$ cat config.mk
export PLATFORM = sky130hd
export DESIGN_NAME = rsa_job_sequencer
export DESIGN_NICKNAME = d
export VERILOG_FILES = /design/src/rtl/rsa_pkg.sv /design/src/rtl/rsa_job_sequencer.sv
export SDC_FILE = /design/constraint.sdc
export NUM_CORES = 1
export LEC_CHECK = 0
export CAP_MARGIN = 20
export CORE_AREA = 4 4 610 612
export DETAILED_ROUTE_END_ITERATION = 10
export DIE_AREA = 0 0 614 616
export PLACE_DENSITY = 0.3
export SKIP_CTS_REPAIR_TIMING = 1
export SLEW_MARGIN = 20
export SYNTH_ARGS = -nofsm -noshare
export SYNTH_HDL_FRONTEND = slang
export SYNTH_SLANG_ARGS = --single-unit
$ cat constraint.sdc
create_clock -name clk -period 26.3 [get_ports clk]
set_clock_uncertainty 0.2 [all_clocks]
set_input_delay 2.63 -clock clk [delete_from_list [all_inputs] [get_ports clk]]
set_output_delay 2.63 -clock clk [all_outputs]
set_load 0.01 [all_outputs]
$ cat src/rtl/rsa_pkg.sv
// Shared types and defaults for the RSA job sequencer.
package rsa_pkg;

    localparam int unsigned RSA_WIDTH = 128;

    typedef enum logic [2:0] {
        IDLE      = 3'd0,
        INV_START = 3'd1,
        INV_WAIT  = 3'd2,
        EXP_START = 3'd3,
        EXP_WAIT  = 3'd4,
        DONE      = 3'd5
    } seq_state_t;

endpackage

$ cat src/rtl/rsa_job_sequencer.sv
// Sequences one RSA job through the inverter and mod-exp phases of the control block.
// Optional per-phase wait timeout enabled by defining RSA_SEQ_TIMEOUT_EN.
module rsa_job_sequencer
    import rsa_pkg::*;
#(
    parameter int unsigned WIDTH          = RSA_WIDTH,
    parameter int unsigned TIMEOUT_CYCLES = 65535
) (
    input  logic                 clk,
    input  logic                 reset,
    input  logic                 job_valid,
    output logic                 job_ready,
    input  logic [WIDTH-1:0]     job_p,
    input  logic [WIDTH-1:0]     job_q,
    input  logic                 job_mode,
    input  logic [2*WIDTH-1:0]   job_msg,
    output logic                 res_valid,
    input  logic                 res_ready,
    output logic [2*WIDTH-1:0]   res_msg,
    output logic                 res_timeout,
    output logic [WIDTH-1:0]     ctl_p,
    output logic [WIDTH-1:0]     ctl_q,
    output logic                 ctl_mode,
    output logic [2*WIDTH-1:0]   ctl_msg,
    output logic                 ctl_reset_inverter,
    output logic                 ctl_reset_mod_exp,
    input  logic                 ctl_inverter_finish,
    input  logic                 ctl_mod_exp_finish,
    input  logic [2*WIDTH-1:0]   ctl_msg_out,
    output logic                 busy
);

    localparam int unsigned MSG_W = 2 * WIDTH;

    if (TIMEOUT_CYCLES < 1) begin : g_bad_timeout
        $error("TIMEOUT_CYCLES must be at least 1");
    end

    seq_state_t state, state_next;
    logic       wait_first;
    logic       take_job_c;
    logic       capture_c;
    logic       expire_c;
    logic       timeout_hit_c;

`ifdef RSA_SEQ_TIMEOUT_EN
    localparam int unsigned CNT_W = $clog2(TIMEOUT_CYCLES + 1);
    logic [CNT_W-1:0] wait_cnt;

    assign timeout_hit_c = (wait_cnt == CNT_W'(TIMEOUT_CYCLES - 1));

    // Restarts on every entry to a wait state, counts while waiting.
    always_ff @(posedge clk or posedge reset) begin
        if (reset) begin
            wait_cnt <= '0;
        end else if (state == INV_START || state == EXP_START) begin
            wait_cnt <= '0;
        end else if (state == INV_WAIT || state == EXP_WAIT) begin
            wait_cnt <= wait_cnt + CNT_W'(1);
        end
    end
`else
    assign timeout_hit_c = 1'b0;
`endif

    always_comb begin
        state_next = state;
        take_job_c = 1'b0;
        capture_c  = 1'b0;
        expire_c   = 1'b0;
        unique case (state)
            IDLE: begin
                if (job_valid) begin
                    take_job_c = 1'b1;
                    state_next = INV_START;
                end
            end
            INV_START: state_next = INV_WAIT;
            // First wait cycle ignores finish, which may still be high from the previous job.
            INV_WAIT: begin
                if (!wait_first && ctl_inverter_finish) begin
                    state_next = EXP_START;
                end else if (timeout_hit_c) begin
                    expire_c   = 1'b1;
                    state_next = DONE;
                end
            end
            EXP_START: state_next = EXP_WAIT;
            EXP_WAIT: begin
                if (!wait_first && ctl_mod_exp_finish) begin
                    capture_c  = 1'b1;
                    state_next = DONE;
                end else if (timeout_hit_c) begin
                    expire_c   = 1'b1;
                    state_next = DONE;
                end
            end
            DONE: begin
                if (res_ready) begin
                    state_next = IDLE;
                end
            end
            default: state_next = IDLE;
        endcase
    end

    // State register plus outputs decoded from the next state so they are registered.
    always_ff @(posedge clk or posedge reset) begin
        if (reset) begin
            state              <= IDLE;
            wait_first         <= 1'b0;
            job_ready          <= 1'b1;
            busy               <= 1'b0;
            res_valid          <= 1'b0;
            ctl_reset_inverter <= 1'b0;
            ctl_reset_mod_exp  <= 1'b0;
        end else begin
            state              <= state_next;
            wait_first         <= (state == INV_START) || (state == EXP_START);
            job_ready          <= (state_next == IDLE);
            busy               <= (state_next != IDLE);
            res_valid          <= (state_next == DONE);
            ctl_reset_inverter <= (state_next == INV_START);
            ctl_reset_mod_exp  <= (state_next == EXP_START);
        end
    end

    // Operands held from one accepted job to the next.
    always_ff @(posedge clk or posedge reset) begin
        if (reset) begin
            ctl_p    <= '0;
            ctl_q    <= '0;
            ctl_mode <= 1'b0;
            ctl_msg  <= '0;
        end else if (take_job_c) begin
            ctl_p    <= job_p;
            ctl_q    <= job_q;
            ctl_mode <= job_mode;
            ctl_msg  <= job_msg;
        end
    end

    always_ff @(posedge clk or posedge reset) begin
        if (reset) begin
            res_msg <= '0;
        end else if (capture_c) begin
            res_msg <= ctl_msg_out;
        end else if (expire_c) begin
            res_msg <= MSG_W'(0);
        end
    end

`ifdef RSA_SEQ_TIMEOUT_EN
    always_ff @(posedge clk or posedge reset) begin
        if (reset) begin
            res_timeout <= 1'b0;
        end else if (take_job_c || capture_c) begin
            res_timeout <= 1'b0;
        end else if (expire_c) begin
            res_timeout <= 1'b1;
        end
    end
`else
    assign res_timeout = 1'b0;
`endif

endmodule

# After elaboration in Yosys (flattened, before gate mapping)
# Cells that the tools add are included.
# op_classes
eq_ne,8
muxes,10
reduce_logical,7
# ops
operator,n
256-bit two-way mux,1
3-bit one-hot mux with 6 select lines,1
3-bit two-way mux,4
3-bit by 2-bit equality test with 1-bit output (second input constant),3
3-bit equality test (second input constant),3
3-bit by 1-bit equality test with 1-bit output (second input constant),2
3-bit zero test,2
1-bit two-way mux,4
3-bit nonzero test,1
1-bit logical AND,2
1-bit zero test,1
1-bit logical OR,1
# word_totals
reg_bits,778
input_bits,775
elab_cells,37

# Depth between registers and ports, before layout
# depth
depth_word,5
depth_mapped,6
ltp_nobuf,4

# Worst setup path before layout
# No wires, ideal clock.
# synth_path
kind,input port to flip-flop
start,input job_valid
end,register ctl_msg[164]
setup_ps,125
arrival_time_ps,3611
t_required_ps,25975
setup_slack_ps,22364
stages,5
n_path_buf,3
path_cell_list,nor4b_2 -> buf_4 -> buf_6 -> buf_6 -> mux2_2
# synth_between
elab_chain_cells,2
# synth_lines
item,line_no,text
from (decl),rsa_job_sequencer.sv:11,"input logic job_valid,"
1-bit two-way mux,rsa_job_sequencer.sv:73,if (job_valid) begin
1-bit two-way mux,rsa_job_sequencer.sv:71,unique case (state)
to (signal assigned),rsa_job_sequencer.sv:139,ctl_msg <= job_msg;
to (decl),rsa_job_sequencer.sv:24,"output logic [2*WIDTH-1:0] ctl_msg,"
# Every way passes these cells.
# A chain may end at the register's enable or synchronous reset.

# Worst setup path after layout
# layout_path
start,input job_valid
end,register ctl_q[35]
# layout_between
elab_chain_cells,2
# layout_lines
item,line_no,text
1-bit two-way mux,rsa_job_sequencer.sv:73,
1-bit two-way mux,rsa_job_sequencer.sv:71,
to (signal assigned),rsa_job_sequencer.sv:137,ctl_q <= job_q;
to (decl),rsa_job_sequencer.sv:22,"output logic [WIDTH-1:0] ctl_q,"
# Every way passes these cells.

==> results.ini <==
[critical_path]
worstPathRequired_ps=26780
cp.arrival_ps=6820
crit_type=primary input to register
startpoint_type=primary input
crit_path_end_kind=register
crit_fanout=66

[synth]
synthTopCellsByArea=dfrtp_1 (65%), mux2_2 (17%), mux2_4 (10%)
synth.top_cell.area_share=0.648
synth_seq_cells=778
synth_area_leader_cell=dfrtp_1
yosysSeqAreaShare=0.649
netlist_instances=1661
synth_edf_count=0
synth_area_per_cell_sq_um=18.1
ys.flop_type=dfrtp_1
async_reset_ff_frac=1.00
yosysWarnings=0
syn-num-nets=2436
yosysUniqueCellTypes=28
synth_area_sq_mm=0.0300
synth.most_common_cell=dfrtp_1
ys_top_cells_by_count=dfrtp_1 (777), mux2_2 (447), mux2_4 (200)

[drt]
wl_per_cell_microns=30.4
drt_iter0_markers=877
firstDrtPassIters=4
num_vias=22000
vias_per_cell=2.67
drt_drc_violations_left=0
routed_wl_mm=251
antenna_left=0

[floorplan]
rows=223
io_pins=1550
die_h_microns=616
start_util=0.0816
dieArea_sq_mm=0.378
coreArea_sq_mm=0.367
die_w_microns=614

[layout]
multi_input_area_sq_mm=0.00959
layout-drive-gt1-share=0.258
regArea_sq_mm=0.0195
fillCellCount=40700
nets=4039
syn_to_final_growth_pct=83.4
utilization=0.150

[hold_path]
hold_path.class=register to register

[pwr]
p_leak_nw=21.6
p_per_area_mw_per_mm2=129
ir_drop_v=0.0000642

[placed_design]
dp_hpwl_mm=218
io_buffers=1548
gp_congestion=0.822

[global_routing]
grt_max_degree=141
grt_pass1_vias=23100
gr-total-overflow=0
grt_usage=0.128
antenna_found_initial=236
grt_pass1_wl_mm=307

[sta]
period_needed_ps=6340
hold_viol_final=0
slew_viol_final=0
setup_tns_ps=0
slew_headroom=0.248
post-route-period-util=0.241
fmax_mhz=158
rsz0062_at_grt=no
whs_ps=284
finalSetupViolations=0
worst_slew_pin_slew_ps=1130

[clock_network]
cts_tree=built
clk_pin_slew_ps=60
numCtsBuffers=118
root_buffer=clkbuf_16
cts_max_level=3
clk_path_buf_depth=4
clkSinkCount=778
clock_latency_ps=820

[run_status]
status=completed

[flow_run]
drv_cap=0

## worst max-delay path, stage by stage
cell and delay [ps]:
clkdlybuf4s50_1 540, nor4b_4 210, buf_4 500, buf_4 680, buf_4 740, buf_4 860, mux2_2 420
## where the power goes
group	switching, mW	internal (mW)	total [mW]
logic	1.53	1.72	3.25
clock network	0.662	1.00	1.66
registers	0.392	1.81	2.20
## cells in the final DEF (no fill, tap or decap), drive strengths merged, types with 2 or more instances in the layout
cell type	synthesis	final
clkinvlp	0	3
clkdlybuf4s50	0	1548
clkinv	0	26
clkbuf	0	170
nor2b	2	2
nor2	3	3
inv	3	8
dfrtp	777	777
diode	0	61
buf	89	24
mux2	769	769
nand2	2	2
bufinv	0	10
nor4b	2	2
## through the flow
| stage | std cells | instance area (sq um) | setup slack (ps) | power [mW] |
|---|---|---|---|---|
| 5_1_grt | 8201 | 54900 | 19810 | 7.51 |
| 3_5_place_dp | 7981 | 50800 | 19070 | 5.66 |
| 6_report | 8256 | 55000 | 19960 | 7.12 |
| 4_1_cts | 8195 | 54800 | 19990 | 7.43 |
| 2_1_floorplan | 1661 | 30000 | 1630 | 3.32 |
| 3_3_place_gp | 7981 | 50800 | 19120 | 5.65 |
## final timing paths
check | start | slack (ps) | cells past startpoint | to
worst min-delay path | ctl_p[116]$_DFFE_PP0P_ | 280 | 1 | ctl_p[116]$_DFFE_PP0P_
worst max register to register | state[1]$_DFF_PP0_ | 21690 | 6 | ctl_q[35]$_DFFE_PP0P_
worst min register to register | ctl_p[116]$_DFFE_PP0P_ | 280 | 1 | ctl_p[116]$_DFFE_PP0P_
max in group asynchronous | reset | 20450 | 6 | ctl_msg[205]$_DFFE_PP0P_
worst max-delay path | job_valid | 19960 | 7 | ctl_q[35]$_DFFE_PP0P_
min in group asynchronous | reset | 2130 | 2 | res_msg[159]$_DFFE_PP0P_
## sequential cells by signal, summed over array words and instances (netlist names)
name / cells
ctl_q: 128
state: 3
ctl_msg: 256
ctl_p: 128
job_ready: 1
res_msg: 256
ctl_mode: 1
res_valid: 1
busy: 1
ctl_reset_inverter: 1
ctl_reset_mod_exp: 1
wait_first: 1
## cell families (layout without fill, tap and decap cells)
family	count (synthesis)	count (layout)	share of synthesized area
compound gates	4	4	0.000876
xor+xnor	1	1	0.000292
buf+inv	92	1789	0.0317
flops	778	778	0.649
mux	770	770	0.314
other cells	1	62	0.000125
simple gates	15	15	0.00371
## final cells by class
type | count | share of cell area
Clock buffer | 170 | 0.0625
Tap cell | 4837 | 0.110
Sequential cell | 778 | 0.354
Clock inverter | 44 | 0.0102
Inverter | 3 | 0.000341
Antenna cell | 61 | 0.00278
Timing Repair Buffer | 1572 | 0.286
Multi-Input combinational cell | 791 | 0.174
## routing by layer
layer  wire (microns)  GRT usage  up-vias
li1                 -          -     9242
met1            86300      0.131    11200
met2           136000      0.245     1039
met3            22100     0.0493      424
met4             6110     0.0237       86
met5              559          0        -
Power figures use the tool's default switching activity.
